<file path="config.mk">
export PLATFORM = sky130hd
export DESIGN_NAME = mdu_iter
export DESIGN_NICKNAME = d
export VERILOG_FILES = /design/src/rtl/mdu_iter.sv
export SDC_FILE = /design/constraint.sdc
export NUM_CORES = 1
export LEC_CHECK = 0
export CELL_PAD_IN_SITES_DETAIL_PLACEMENT = 0
export CELL_PAD_IN_SITES_GLOBAL_PLACEMENT = 2
export CORE_MARGIN = 10
export CORE_UTILIZATION = 33
export DETAILED_ROUTE_END_ITERATION = 12
export PLACE_DENSITY_LB_ADDON = 0.1
export SETUP_SLACK_MARGIN = 0.4
export SLEW_MARGIN = 25
export SYNTH_ARGS = -nofsm -noshare
export SYNTH_HDL_FRONTEND = slang
export SYNTH_SLANG_ARGS = --single-unit
</file>
<file path="constraint.sdc">
create_clock -name clk -period 9.3 [get_ports clk]
set_input_delay 2.325 -clock clk [delete_from_list [all_inputs] [get_ports clk]]
set_output_delay 2.325 -clock clk [all_outputs]
set_load 0.05 [all_outputs]
</file>
<file path="src/rtl/mdu_iter.sv">
// Iterative MULT/DIV unit owning HI/LO: 33 busy cycles per mul/div (32 CALC + 1 FIX), MTHI/MTLO in one; start ignored while busy.
// MDU_MADD_EN adds MADD/MADDU/MSUB/MSUBU (ops 7-10); without it codes 7-15 are NOPs.
module mdu_iter #(
    parameter int WIDTH = 32,
    parameter int ITER  = 32
) (
    input  logic             clk,
    input  logic             rst,
    input  logic             start,
    input  logic [3:0]       MDUOp,
    input  logic [WIDTH-1:0] A,
    input  logic [WIDTH-1:0] B,
    input  logic             cancel,
    output logic             busy,
    output logic             done,
    output logic [WIDTH-1:0] HI,
    output logic [WIDTH-1:0] LO
);
    localparam int W = WIDTH;

    localparam logic [3:0] OP_MULT  = 4'd1;
    localparam logic [3:0] OP_MULTU = 4'd2;
    localparam logic [3:0] OP_DIV   = 4'd3;
    localparam logic [3:0] OP_DIVU  = 4'd4;
    localparam logic [3:0] OP_MTHI  = 4'd5;
    localparam logic [3:0] OP_MTLO  = 4'd6;
`ifdef MDU_MADD_EN
    localparam logic [3:0] OP_MADD  = 4'd7;
    localparam logic [3:0] OP_MADDU = 4'd8;
    localparam logic [3:0] OP_MSUB  = 4'd9;
    localparam logic [3:0] OP_MSUBU = 4'd10;
`endif

    localparam logic [1:0] ACC_NONE = 2'd0;
    localparam logic [1:0] ACC_ADD  = 2'd1;
    localparam logic [1:0] ACC_SUB  = 2'd2;

    typedef enum logic [1:0] {S_IDLE, S_CALC, S_FIX} state_t;

    state_t         state;
    logic [5:0]     cnt;
    logic [2*W-1:0] acc;
    logic [W-1:0]   rem;
    logic [W-1:0]   opa;
    logic [W-1:0]   opb;
    logic [W-1:0]   a_raw;
    logic           is_div;
    logic           div_zero;
    logic           neg_res;
    logic           neg_rem;
    logic [1:0]     acc_mode;

    logic           dec_mul;
    logic           dec_div;
    logic           dec_sgn;
    logic [1:0]     dec_acc;

    always_comb begin
        dec_mul = 1'b0;
        dec_div = 1'b0;
        dec_sgn = 1'b0;
        dec_acc = ACC_NONE;
        case (MDUOp)
            OP_MULT:  begin dec_mul = 1'b1; dec_sgn = 1'b1; end
            OP_MULTU: dec_mul = 1'b1;
            OP_DIV:   begin dec_div = 1'b1; dec_sgn = 1'b1; end
            OP_DIVU:  dec_div = 1'b1;
`ifdef MDU_MADD_EN
            OP_MADD:  begin dec_mul = 1'b1; dec_sgn = 1'b1; dec_acc = ACC_ADD; end
            OP_MADDU: begin dec_mul = 1'b1; dec_acc = ACC_ADD; end
            OP_MSUB:  begin dec_mul = 1'b1; dec_sgn = 1'b1; dec_acc = ACC_SUB; end
            OP_MSUBU: begin dec_mul = 1'b1; dec_acc = ACC_SUB; end
`endif
            default: ;
        endcase
    end

    logic           a_neg;
    logic           b_neg;
    logic [W-1:0]   mag_a;
    logic [W-1:0]   mag_b;

    assign a_neg = dec_sgn & A[W-1];
    assign b_neg = dec_sgn & B[W-1];
    assign mag_a = a_neg ? (~A + 1'b1) : A;
    assign mag_b = b_neg ? (~B + 1'b1) : B;

    // Multiply: upper half accumulates the multiplicand, lower half shifts out multiplier bits.
    logic [W:0]     mul_sum;
    assign mul_sum = {1'b0, acc[2*W-1:W]} + (acc[0] ? {1'b0, opa} : {(W+1){1'b0}});

    // Divide: acc[W-1:0] shifts dividend bits out at the top and quotient bits in at the bottom.
    logic [W:0]     div_shift;
    logic           div_ok;
    logic [W-1:0]   div_diff;
    assign div_shift = {rem, acc[W-1]};
    assign div_ok    = div_shift >= {1'b0, opb};
    assign div_diff  = div_shift[W-1:0] - opb;

    logic [2*W-1:0] prod;
    logic [W-1:0]   quot;
    logic [W-1:0]   remv;
    assign prod = neg_res ? (~acc + 1'b1) : acc;
    assign quot = neg_res ? (~acc[W-1:0] + 1'b1) : acc[W-1:0];
    assign remv = neg_rem ? (~rem + 1'b1) : rem;

    always_ff @(posedge clk or posedge rst) begin
        if (rst) begin
            state    <= S_IDLE;
            busy     <= 1'b0;
            done     <= 1'b0;
            HI       <= '0;
            LO       <= '0;
            cnt      <= '0;
            acc      <= '0;
            rem      <= '0;
            opa      <= '0;
            opb      <= '0;
            a_raw    <= '0;
            is_div   <= 1'b0;
            div_zero <= 1'b0;
            neg_res  <= 1'b0;
            neg_rem  <= 1'b0;
            acc_mode <= ACC_NONE;
        end else begin
            done <= 1'b0;
            case (state)
                S_IDLE: begin
                    if (start && !cancel) begin
                        if (MDUOp == OP_MTHI) begin
                            HI   <= A;
                            done <= 1'b1;
                        end else if (MDUOp == OP_MTLO) begin
                            LO   <= A;
                            done <= 1'b1;
                        end else if (dec_mul || dec_div) begin
                            state    <= S_CALC;
                            busy     <= 1'b1;
                            cnt      <= '0;
                            is_div   <= dec_div;
                            acc_mode <= dec_acc;
                            opa      <= mag_a;
                            opb      <= mag_b;
                            a_raw    <= A;
                            div_zero <= (B == '0);
                            rem      <= '0;
                            acc      <= {{W{1'b0}}, (dec_div ? mag_a : mag_b)};
                            neg_res  <= a_neg ^ b_neg;
                            neg_rem  <= a_neg;
                        end
                    end
                end
                S_CALC: begin
                    if (cancel) begin
                        state <= S_IDLE;
                        busy  <= 1'b0;
                    end else begin
                        if (is_div) begin
                            rem <= div_ok ? div_diff : div_shift[W-1:0];
                            acc <= {acc[2*W-1:W], acc[W-2:0], div_ok};
                        end else begin
                            acc <= {mul_sum, acc[W-1:1]};
                        end
                        cnt <= cnt + 6'd1;
                        if (cnt == 6'(ITER - 1))
                            state <= S_FIX;
                    end
                end
                S_FIX: begin
                    state <= S_IDLE;
                    busy  <= 1'b0;
                    if (!cancel) begin
                        done <= 1'b1;
                        if (is_div) begin
                            if (div_zero) begin
                                LO <= '1;
                                HI <= a_raw;
                            end else begin
                                LO <= quot;
                                HI <= remv;
                            end
                        end else begin
                            // Accumulating ops use whatever HI/LO hold at this edge.
                            case (acc_mode)
                                ACC_ADD: {HI, LO} <= {HI, LO} + prod;
                                ACC_SUB: {HI, LO} <= {HI, LO} - prod;
                                default: {HI, LO} <= prod;
                            endcase
                        end
                    end
                end
                default: begin
                    state <= S_IDLE;
                    busy  <= 1'b0;
                end
            endcase
        end
    end
endmodule

</file>
# Yosys cells after proc, flatten, opt, wreduce, memory -nomap -nowiden
# Index checks and enable logic that the tools add are counted.
[op_classes]
n_shift = 0
div = 0
n_lt_le_gt_ge = 1
bitwise = 10
reduce_logical = 18
n_addsub = 8
n_mux = 62
multipliers = 0
n_eq_ne = 21
[ops]
columns = ["operator", "n"]
rows = [
  ["2-to-1 mux 32 bit", 24],
  ["2-to-1 mux 64 bit", 7],
  ["case mux 32 bit (2 select lines)", 3],
  ["adder 32 x 1 -> 32 bit (second input constant)", 4],
  ["inverter 32 bit", 4],
  ["case mux 64 bit (2 select lines)", 1],
  ["adder 64 x 1 -> 64 bit (second input constant)", 1],
  ["inverter 64 bit", 1],
  ["adder 32 x 32 -> 33 bit", 1],
  ["greater-or-equal comparator 33 x 32 -> 1 bit", 1],
  ["zero test 32 bit", 1],
  ["subtractor 32 bit", 1],
  ["2-to-1 mux 6 bit", 5],
  ["inequality test 2 bit (second input constant)", 11],
  ["AND reduction 5 bit", 4],
  ["AND reduction 7 bit", 2],
  ["equality test 4 x 3 -> 1 bit (second input constant)", 3],
  ["2-to-1 mux 1 bit", 12],
  ["2-to-1 mux 2 bit", 6],
  ["case mux 6 bit (2 select lines)", 1],
  ["equality test 4 x 2 -> 1 bit (second input constant)", 2],
  ["adder 6 x 1 -> 6 bit (second input constant)", 1],
  ["equality test 6 x 5 -> 1 bit (second input constant)", 1],
  ["AND reduction 6 bit", 1],
  ["16 further kinds", 22],
]
[totals]
regBits = 270
input_bits = 72
ramBits = 0
wordCells = 136
output_inout_bits = 66
memories = 0
latch_bits = 0
rom_bits = 0

# Longest topological paths before layout
# Gate-level depths: netlist of run 1.
[depth]
word_depth = 11
ltp_mapped = 14

# Least setup slack after synthesis of run 1
# OpenSTA, ideal clock, no wires.
[synth_timing]
kind = "input -> register"
start = "in B[17]"
end = "reg acc[29]"
setup_slack_ns = 4.548
arrival_ns = 4.631
cell_stages = 9
setup_time_ns = 0.121
path_cell_list = "or4_4 or3_4 or4_4 or3b_4 o41ai_2 xor2_1 nor2_1 nor2_1 o21ai_1"
[synth_between]
elab_chain_len = 9
[synth_rtl]
columns = ["element", "line_no", "rtl"]
rows = [
  ["start, declared", "12", "input logic [WIDTH-1:0] B,"],
  ["inverter 32 bit", "86", "assign mag_b = b_neg ? (~B + 1'b1) : B;"],
  ["adder 32 x 1 -> 32 bit", "86", ""],
  ["2-to-1 mux 32 bit", "86", ""],
  ["2-to-1 mux 32 bit", "147", "acc <= {{W{1'b0}}, (dec_div ? mag_a : mag_b)};"],
  ["2-to-1 mux 64 bit", "136", "end else if (dec_mul || dec_div) begin"],
  ["2-to-1 mux 64 bit", "133", "end else if (MDUOp == OP_MTLO) begin"],
  ["2-to-1 mux 64 bit", "130", "if (MDUOp == OP_MTHI) begin"],
  ["2-to-1 mux 64 bit", "129", "if (start && !cancel) begin"],
  ["case mux 64 bit (2 select lines)", "127", "case (state)"],
  ["end signal, assigned", "147", ""],
  ["end signal, assigned", "160", "acc <= {acc[2*W-1:W], acc[W-2:0], div_ok};"],
  ["end signal, assigned", "162", "acc <= {mul_sum, acc[W-1:1]};"],
  ["end, declared", "42", "logic [2*W-1:0] acc;"],
]
# Every way passes these cells. The select of a mux whose other input is x is not followed.
# A chain may end at the register's enable or synchronous reset.

# Worst setup path after layout of run 1
[layout_timing]
start = "in A[2]"
end = "reg acc[11]"
[layout_between]
elab_chain_len = 9
[layout_rtl]
columns = ["element", "line_no", "rtl"]
rows = [
  ["start, declared", "11", "input logic [WIDTH-1:0] A,"],
  ["inverter 32 bit", "85", "assign mag_a = a_neg ? (~A + 1'b1) : A;"],
  ["adder 32 x 1 -> 32 bit", "85", ""],
  ["2-to-1 mux 32 bit", "85", ""],
  ["2-to-1 mux 32 bit", "147", ""],
  ["2-to-1 mux 64 bit", "136", ""],
  ["2-to-1 mux 64 bit", "133", ""],
  ["2-to-1 mux 64 bit", "130", ""],
  ["2-to-1 mux 64 bit", "129", ""],
  ["case mux 64 bit (2 select lines)", "127", ""],
]
# Every way passes these cells. The select of a mux whose other input is x is not followed.

==> results of run 1 <==
-- state kept, by name, indices dropped and copies added, names as in the netlist --
signal and count:
is_div 1, state 2, neg_rem 1, neg_res 1
opa 32, rem 32, HI 32, done 1
div_zero 1, LO 32, cnt 6, busy 1
acc 64, opb 32, a_raw 31
-- area by class of cell --
cell class	instances	area, um2	area share, %
repair buffers	164	1610	7.20
clock inverters	17	268	1.20
clock buffers	50	1080	4.83
well taps	756	946	4.24
flip-flops and latches	269	6740	30.2
multi-input cells	1835	11400	51.2
inverters	65	248	1.11
-- worst reg2reg max path, cell delays in order, from the launching register on --
cell and delay, ns:
dfrtp_1 0.59, inv_1 0.16, ha_1 0.17, nor2b_1 0.06
o31a_1 0.31, o311ai_0 0.38, o2111ai_1 0.43, a21oi_1 0.48
a21o_1 0.53, buf_4 0.47, mux2i_1 0.16, a221o_1 0.39
-- per-stage QoR --
stage               utilization [%]  instances  total power (W)
floorplan                         -       2320          0.00290
global placement               37.0       3088          0.00357
detailed placement             37.0       3088          0.00358
CTS                            39.4       3155          0.00521
global route                   39.4       3156          0.00546
finish                         39.4       3156          0.00518
-- path summary, 6_finish.rpt --
path                       startpoint        end  slack [ns]
setup / recovery                 A[2]    acc[11]        3.96
hold / removal              a_raw[23]  a_raw[23]        0.47
setup reg to reg              acc[31]     acc[0]        5.03
hold reg to reg             a_raw[23]  a_raw[23]        0.47
max in group asynchronous         rst     LO[29]        5.57
min in group asynchronous         rst     rem[2]        2.29
-- cells by family (layout without fill, tap and decap cells) --
| logic type | count (synthesis) | count (layout) | synth area share, % |
|---|---|---|---|
| AND/OR/NAND/NOR | 768 | 768 | 19.0 |
| AO/OA/AOI/OAI | 719 | 719 | 22.9 |
| flip-flops | 269 | 269 | 35.6 |
| buffers and inverters | 216 | 296 | 4.43 |
| XOR/XNOR | 200 | 200 | 9.26 |
| multiplexers | 77 | 77 | 4.11 |
| adder cells (fa/ha/maj) | 71 | 71 | 4.77 |
-- power by group --
group | leakage [nW] | switching (W) | total (W) | internal (W)
Combinational | 5.34 | 0.00111 | 0.00178 | 0.000664
Clock | 0.669 | 0.000596 | 0.00160 | 0.00101
Sequential | 3.42 | 0.000351 | 0.00180 | 0.00144
Total | 9.42 | 0.00206 | 0.00518 | 0.00312
-- layout by cell type (no fill, tap or decap), drive strengths merged, types with 69 or more instances in the layout --
cell	n
a21oi	172
nand2	337
xnor2	105
clkdlybuf4s50	137
o21ai	278
xor2	95
dfrtp	269
nor2	154
ha	69
mux2i	72
-- routing by layer --
layer	part of all wire (%)	GRT usage [%]
met2	46	37.8
met3	5.0	3.24
met4	2.4	6.66
met5	0	0
met1	47	33.8
==> out/summary.txt, run 1 <==
======================================================================================
Result of the run ....................................................... complete, no violations
Final worst slack .......................................................      3.96 ns
Final worst clock skew ..................................................    0.0262 ns
Lkg Pwr .................................................................      9.42 nW
Boundary pin count ......................................................          138
Most frequently used flop master after synthesis ........................      dfrtp_1
Setup Buffers After CTS .................................................            0
Detail-routed via count per cell ........................................         5.63
DRT Wirelength ..........................................................    82,200 um
Maximum single-stage delay on the critical path .........................      0.72 ns
Final Hold Vio Count ....................................................            0
Antenna fix cells .......................................................            0
#FFs+latches synth ......................................................          269
Number of maximum-capacitance violations ................................            0
Cell area after placement ...............................................   0.0210 mm2
Crit Path Max Fanout ....................................................            8
Maximum count of clock buffers along a single path ......................            3
Critical path cell sequence ............................................. clkdlybuf4s50_1 > or4_1 > nor4_1 > nor2b_1 > a21oi_1 > xnor2_1 > mux2i_1 > a21oi_1 > o21ai_0
Worst hold slack after final layout .....................................     0.473 ns
H-tree Lvls .............................................................            2
Final routed DRC violation total ........................................            0
Number of global-route vias before repair ...............................       17,300
Initial core utilization ................................................        33.4%
Clock network latency to the later pin of the worst-skew pair ...........      0.57 ns
Depth of the critical timing path with buffers and inverters included ...            9
Category of the most critical setup path ................................    in -> reg
Leading cell types by total area after synthesis ........................ dfrtp_1 36%, o21ai_0 7.3%, nand2_1 6.7%
Number of synthesized flops with an enable pin ..........................            0
Final RePlAce weighted congestion .......................................        0.894
Final nets ..............................................................        2,515
Critical path data required time ........................................      9.70 ns
Most used standard cell by instance count after synthesis ...............      nand2_1
Fill cells ..............................................................        5,826
Placement Setup Slack ...................................................      3.42 ns
TritonCTS Buffers .......................................................           37
Syn_area_per_cell .......................................................     8.16 um2
Total GRT Usage .........................................................        24.0%
Port buffer count .......................................................          137
Drt initial violations ..................................................        1,479
Cells resized by post-CTS repair ........................................            0
Cell types with the highest counts after synthesis ...................... 337 x nand2_1, 276 x o21ai_0, 269 x dfrtp_1
Sink count of the clock tree ............................................          269
Clock period minus final worst setup slack ..............................      5.34 ns
Fin crit share ..........................................................        57.4%
Syn Std Cell Area .......................................................   0.0189 mm2
Arrival time of the worst setup path ....................................      5.74 ns
Fraction of layout cells with a size suffix above 1 .....................        5.67%
R2R depth ...............................................................           11
Buffers & Inverters on Critical Path ....................................            1
Aggregate negative setup slack ..........................................         0 ns
Library cell occupying the most area in the post-synthesis netlist ......      dfrtp_1
Antenna violation net count after detailed routing ......................            0
Critical Path Start Type ................................................ primary input
Synthesized netlist cell count ..........................................        2,320
Area of the placeable core ..............................................   0.0566 mm2
Hold/Removal Path Class .................................................   reg -> reg
Number of placement rows ................................................           87
Sequential-to-total area share from yosys stat ..........................        35.6%
Die Outline Area ........................................................   0.0673 mm2
Async set or reset register ratio after synthesis .......................         100%
Warnings from Yosys .....................................................            0
Overflow left after global routing ......................................            0
Number of pins exceeding their max-slew limit in the final report .......            0
Wire length of the first global-routing pass ............................   122,000 um
Initial antenna violation count .........................................            1
Die height ..............................................................       259 um
Worst path top cell family by delay ..................................... simple AND/OR/NAND/NOR gates
Worst hold stages .......................................................            2
Power density normalized to cell area ...................................   232 mW/mm2
Syn-to-layout area delta ................................................        18.0%
Sum of net half-perimeters after detailed placement .....................    62,200 um
Hold-fix buffers at CTS .................................................            0
Root buffer cell ........................................................    clkbuf_16
CP Capture Type .........................................................         flop
Clock tree from TritonCTS ...............................................         done
Floorplan die width .....................................................       259 um
Library cells used by synthesis .........................................           71
Setup violations, final .................................................            0
Detailed Routing Iterations Pass 1 ......................................            6
Pin count of the biggest net entering global routing ....................          153
Slowest cell on the critical path .......................................        or4_1
RSZ-0062 raised after global routing ....................................        false
Detailed-route wire length per cell .....................................      26.0 um
Most used cell along the critical path ..................................      a21oi_1
Transition time of the tightest slew-check pin ..........................      1.05 ns
Maximum achievable frequency ............................................      187 MHz
Worst slew slack as a fraction of its limit .............................        28.1%
Clock slew at the register clock pins of the worst setup and hold paths .      0.06 ns
Total via count after detailed routing ..................................       17,800
Final cell area excluding filler cells ..................................   0.0223 mm2
Worst vdd rail ir drop ..................................................     0.114 mV
Yosys top cell area share ...............................................        35.6%
Synth Net Count .........................................................        2,463
======================================================================================
Note: power is estimated with default switching activity, not from simulation.
==> run 2: changes to the inputs <==
Settings changed: CORE_UTILIZATION 33 to 36.
Clock period 9.3 ns to 5.18 ns, I/O delays scaled along.
==> run 2 against run 1 <==
Cell count decreased by 1.4%. Count of clock-buffer cells in the layout increased by 4. Worst setup slack got worse by 2.9 ns. Sequential share of layout area about the same. Critical path type unchanged. Critical endpoint is now acc[16].
==> out/summary.txt, run 2 (synthesized netlist as in run 1, its figures left out) <==
======================================================================================
Result of the run ....................................................... complete, no violations
Critical path data required time ........................................      5.58 ns
Fraction of layout cells with a size suffix above 1 .....................        6.66%
Lkg Pwr .................................................................      9.51 nW
Most frequent standard cell in the layout excluding fill and tap cells ..      nand2_1
Clock tree from TritonCTS ...............................................         done
Hold/Removal Path Class .................................................   reg -> reg
CP Capture Type .........................................................         flop
Boundary pin count ......................................................          138
Antenna fix cells .......................................................            0
Crit Path Max Fanout ....................................................            5
Area of the placeable core ..............................................   0.0517 mm2
Worst vdd rail ir drop ..................................................     0.203 mV
Wire length of the first global-routing pass ............................   116,000 um
Root buffer cell ........................................................    clkbuf_16
Largest register by flop count ..........................................          acc
Final nets ..............................................................        2,549
Number of placement rows ................................................           83
Largest register FFs ....................................................           64
Final Hold Vio Count ....................................................            0
Maximum single-stage delay on the critical path .........................      0.65 ns
Transition time of the tightest slew-check pin ..........................     0.989 ns
H-tree Lvls .............................................................            2
Initial antenna violation count .........................................            4
Port buffer count .......................................................          137
Overflow left after global routing ......................................            0
RSZ-0062 raised after global routing ....................................        false
Clock slew at the register clock pins of the worst setup and hold paths .      0.06 ns
Slowest cell on the critical path .......................................       nor4_1
DRT Wirelength ..........................................................    78,700 um
Post-layout instance count excluding filler cells .......................        3,111
Final worst clock skew ..................................................    0.0131 ns
Detail-routed via count per cell ........................................         5.76
Cells resized by post-CTS repair ........................................            0
Critical Path Start Type ................................................ primary input
Finished Core Util ......................................................        43.2%
Cell area after placement ...............................................   0.0211 mm2
Arrival time of the worst setup path ....................................      4.53 ns
Hold-fix buffers at CTS .................................................            0
Detailed-route wire length per cell .....................................      25.3 um
Setup violations, final .................................................            0
Final RePlAce weighted congestion .......................................        0.966
Final routed DRC violation total ........................................            0
Cells after DPL .........................................................        3,047
Maximum count of clock buffers along a single path ......................            3
Fin crit share ..........................................................        79.7%
Clock period minus final worst setup slack ..............................      4.13 ns
Syn-to-layout area delta ................................................        18.0%
Power density normalized to cell area ...................................   405 mW/mm2
TritonCTS Buffers .......................................................           36
Total via count after detailed routing ..................................       17,900
Antenna violation net count after detailed routing ......................            0
Floorplan die width .....................................................       249 um
Most used cell along the critical path ..................................      a21oi_1
Total GRT Usage .........................................................        24.4%
Drt initial violations ..................................................        1,570
Number of global-route vias before repair ...............................       17,200
Sink count of the clock tree ............................................          269
Initial core utilization ................................................        36.6%
Number of pins exceeding their max-slew limit in the final report .......            0
Number of maximum-capacitance violations ................................            0
Setup Buffers After CTS .................................................            0
Category of the most critical setup path ................................    in -> reg
Worst slew slack as a fraction of its limit .............................        34.0%
Final cell area excluding filler cells ..................................   0.0223 mm2
Commonest non-fill, non-tap cells in the layout ......................... 336 x nand2_1, 274 x o21ai_0, 266 x dfrtp_1, 171 x a21oi_1, 153 x nor2_1
Aggregate negative setup slack ..........................................         0 ns
Sum of net half-perimeters after detailed placement .....................    61,000 um
Clock network latency to the later pin of the worst-skew pair ...........      0.55 ns
Critical path cell sequence ............................................. clkdlybuf4s50_1 > or3_1 > nor4_1 > and3_1 > a21oi_1 > xnor2_1 > buf_4 > mux2i_1 > a21oi_1 > o21ai_0
Die height ..............................................................       249 um
Pin count of the biggest net entering global routing ....................          103
Die Outline Area ........................................................   0.0621 mm2
Detailed Routing Iterations Pass 1 ......................................            8
Maximum achievable frequency ............................................      242 MHz
======================================================================================
==> run 2: routing by layer <==
| layer | global-route usage [%] | share of wire, % | vias up |
|---|---|---|---|
| li1 | - | - | 8444 |
| met1 | 34.6 | 47 | 8782 |
| met2 | 36.3 | 43 | 575 |
| met3 | 3.87 | 5.9 | 108 |
| met4 | 9.63 | 3.9 | 0 |
| met5 | 0 | 0 | - |
==> run 2: path summary, 6_finish.rpt <==
path,start,end,slack (ns),depth (start not counted)
setup reg to reg,acc[0],acc[62],1.10,12
hold / removal,opa[5],opa[5],0.47,2
setup / recovery,A[9],acc[16],1.05,10
min in group asynchronous,rst,a_raw[6],1.04,2
max in group asynchronous,rst,div_zero,3.25,3
hold reg to reg,opa[5],opa[5],0.47,2
==> run 2: power breakdown <==
group	total (W)	switching, W	internal (W)
Sequential	0.00325	0.000660	0.00259
Combinational	0.00323	0.00201	0.00122
Clock	0.00256	0.00103	0.00154
Total	0.00904	0.00370	0.00535
==> run 2: cell type report <==
cell class	count	area, um2
multi-input cells	1835	11400
fillers	5223	29400
clock inverters	9	100
inverters	65	248
clock buffers	54	1080
well taps	680	851
flip-flops and latches	269	6740
repair buffers	199	1900
==> run 2: critical path: cells and delay by family <==
kind                      cells  cell delay (ns)
and+or+nand+nor               3             1.63
buffers and inverters         2             0.63
xor gates and xnor gates      1             0.57
AOI/OAI and AO/OA             3             0.35
muxes                         1             0.06
==> run 2: stage by stage <==
step | hold slack [ns] | power, W | setup WS (ns)
after floorplan | 0.442 | 0.00520 | 0.332
after global placement | 0.457 | 0.00646 | 0.697
after detailed placement | 0.463 | 0.00648 | 0.663
after CTS | 0.478 | 0.00908 | 1.25
after global routing | 0.494 | 0.00954 | 0.839
final | 0.475 | 0.00904 | 1.05
==> run 3: changes to the inputs <==
Settings changed: CORE_UTILIZATION 36 to 33.
Clock period 5.18 ns to 3.48 ns, I/O delays scaled along.
==> run 3 against run 2 <==
Count of clock-buffer cells in the layout is 7 lower. Combinational power is 78% higher. Via count up 6.7%. Clock skew grew 0.015 ns. Register-to-register slack worse by 0.72 ns. Cell count rose by 11%. Sequential power increased by 49%. Wire length up 7.4%. Largest cell class unchanged. Critical endpoint is now acc[59]. Sequential cell count stayed put.
==> out/summary.txt, run 3 (synthesized netlist as in run 1, its figures left out) <==
======================================================================================
Transition time of the tightest slew-check pin ..........................      1.04 ns
Sink of the worst hold path .............................................    a_raw[28]
Worst hold path startpoint ..............................................    a_raw[28]
TritonCTS Buffers .......................................................           36
Final nets ..............................................................        2,827
Area of the placeable core ..............................................   0.0566 mm2
Detail-routed via count per cell ........................................         5.51
H-tree Lvls .............................................................            2
Hold/Removal Path Class .................................................   reg -> reg
Lkg Pwr .................................................................      11.2 nW
Register share of total power ...........................................        34.1%
Detailed-route wire length per cell .....................................      24.4 um
Maximum achievable frequency ............................................      323 MHz
Boundary pin count ......................................................          138
Hold-fix buffers at CTS .................................................            0
Power density normalized to cell area ...................................   549 mW/mm2
Maximum single-stage delay on the critical path .........................      0.44 ns
Clock slew at the register clock pins of the worst setup and hold paths .      0.06 ns
Maximum count of clock buffers along a single path ......................            3
Fill cells ..............................................................        5,661
Worst slew slack as a fraction of its limit .............................        30.7%
Critical Path Start Type ................................................         flop
Number of maximum-capacitance violations ................................            0
Final RePlAce weighted congestion .......................................        0.921
Antenna violation net count after detailed routing ......................            0
Pin count of the biggest net entering global routing ....................           68
Floorplan die width .....................................................       259 um
Fraction of power consumed by the clock network .........................        25.6%
Critical path cell sequence ............................................. buf_12 > buf_8 > and2_4 > ha_4 > buf_4 > a21o_1 > a21o_1 > o21bai_1 > a21oi_1 > o211ai_1 > o21ai_2 > a311oi_2 > or3_1 > a32o_1
Clock period minus final worst setup slack ..............................      3.10 ns
Aggregate negative setup slack ..........................................         0 ns
Worst vdd rail ir drop ..................................................     0.323 mV
Commonest non-fill, non-tap cells in the layout ......................... 334 x nand2_1, 308 x buf_4, 258 x dfrtp_1, 243 x o21ai_0, 152 x a21oi_1
NetSw ...................................................................    0.00581 W
Sink count of the clock tree ............................................          269
Port buffer count .......................................................          137
Critical path data required time ........................................      3.91 ns
R2R depth ...............................................................           14
Final worst slack .......................................................     0.383 ns
Internal Pwr Total ......................................................    0.00841 W
Detailed Routing Iterations Pass 1 ......................................            5
Buffers & Inverters on Critical Path ....................................            3
Arrival time of the worst setup path ....................................      3.53 ns
CP Capture Type .........................................................         flop
DRT Wirelength ..........................................................    84,600 um
Slowest cell on the critical path .......................................      dfrtp_2
Final Hold Vio Count ....................................................            0
Result of the run ....................................................... complete, no violations
Logic gate share of total power .........................................        40.3%
Initial antenna violation count .........................................            9
Sum of net half-perimeters after detailed placement .....................    66,100 um
Endpoint of the lowest-slack register-to-register path ..................      acc[59]
Initial core utilization ................................................        33.4%
Worst reg2reg setup slack ...............................................      0.38 ns
Largest register by flop count ..........................................          acc
Most frequent standard cell in the layout excluding fill and tap cells ..      nand2_1
Setup violations, final .................................................            0
Fraction of power spent switching nets ..................................        40.9%
Startpoint of the worst register-to-register path .......................       acc[0]
Syn-to-layout area delta ................................................        36.9%
Die height ..............................................................       259 um
Root buffer cell ........................................................    clkbuf_16
Fin crit share ..........................................................        89.0%
RSZ-0062 raised after global routing ....................................         true
Clock tree from TritonCTS ...............................................         done
Overflow left after global routing ......................................            0
Drt initial violations ..................................................        1,659
Worst path top cell family by delay ..................................... compound AO/OA/AOI/OAI gates
Final routed DRC violation total ........................................            0
Number of global-route vias before repair ...............................       18,400
Wire length of the first global-routing pass ............................   124,000 um
Category of the most critical setup path ................................   reg -> reg
Placement Setup Slack ...................................................    -0.469 ns
Fraction of layout cells with a size suffix above 1 .....................        23.2%
Worst hold stages .......................................................            2
Final worst clock skew ..................................................    0.0283 ns
Crit Path Max Fanout ....................................................           10
Most used cell along the critical path ..................................       a21o_1
Die Outline Area ........................................................   0.0673 mm2
Largest register FFs ....................................................           64
Total GRT Usage .........................................................        24.3%
Number of placement rows ................................................           87
Total via count after detailed routing ..................................       19,100
Clock network latency to the later pin of the worst-skew pair ...........      0.57 ns
Number of pins exceeding their max-slew limit in the final report .......            0
Finished Core Util ......................................................        45.8%
======================================================================================
## run 3: cell count changes in the layout (fill, tap and decap cells not counted), sizes merged
| cell | previous run | this run |
|---|---|---|
| clkdlybuf4s50 | 137 | 125 |
| dlymetal6s2s | 0 | 8 |
| clkinv | 5 | 8 |
| inv | 64 | 66 |
| diode | 0 | 2 |
| bufinv | 2 | 1 |
| clkbuf | 54 | 47 |
| buf | 62 | 344 |
| clkinvlp | 3 | 4 |
## run 3: routing by layer
metal / share of wire (%) / GRT usage (%) / vias to the layer above
met2: 45 / 38.2 / 535
met1: 46 / 34.6 / 9479
met3: 6.2 / 3.26 / 96
met5: 0.015 / 0 / -
li1: - / - / 8993
met4: 2.5 / 6.12 / 2
## run 3: power by group through the flow
stage | sequential (W) | clock (W) | combinational [W]
finish | 0.00485 | 0.00364 | 0.00574
global route | 0.00493 | 0.00383 | 0.00623
CTS | 0.00480 | 0.00373 | 0.00540
detailed placement | 0.00483 | 0 | 0.00511
global placement | 0.00482 | 0 | 0.00508
floorplan | 0.00490 | 0 | 0.00285
## run 3: worst max-delay path by stage
stage	startpoint	end	cells after the start
CTS	B[14]	acc[29]	10
global route	acc[0]	acc[59]	14
global placement	B[17]	acc[29]	10
detailed placement	B[17]	acc[29]	10
floorplan	rst	HI[0]	1
finish	acc[0]	acc[59]	14
## run 3: worst reg2reg max path, cell delays in order (launching register included)
cell      delay [ns]
dfrtp_2         0.44
buf_12          0.16
buf_8           0.14
and2_4          0.17
ha_4            0.15
buf_4           0.13
a21o_1          0.14
a21o_1          0.20
o21bai_1        0.16
a21oi_1         0.16
o211ai_1        0.14
o21ai_2         0.25
a311oi_2        0.14
or3_1           0.32
a32o_1          0.24
## run 3: stage by stage
step                instance area (um2)  total power [W]  hold WS, ns  std cells
CTS                               24900           0.0139        0.476       3437
floorplan                         19000          0.00775        0.442       2320
finish                            25900           0.0142        0.472       3465
global route                      25900           0.0150        0.492       3463
global placement                  23200          0.00990        0.457       3351
detailed placement                23200          0.00994        0.462       3351
## run 3: layout make-up
| cell class | instances | area [um2] | share of cell area (%) |
|---|---|---|---|
| antenna | 2 | 5.00 | 0.0193 |
| timing repair buffer | 477 | 4260 | 16.4 |
| tap | 756 | 946 | 3.65 |
| multi-input combinational | 1835 | 12600 | 48.6 |
| sequential | 269 | 6750 | 26.0 |
| clock buffer | 47 | 993 | 3.83 |
| clock inverter | 14 | 110 | 0.425 |
| inverter | 65 | 248 | 0.956 |
## run 3: timing repair
item	4_1_cts	5_1_grt
gates cloned	1	0
pin swaps	44	92
resized for setup	117	174
endpoints found under the hold margin	0	0
endpoints found under the setup margin	80	106
setup buffers	24	26
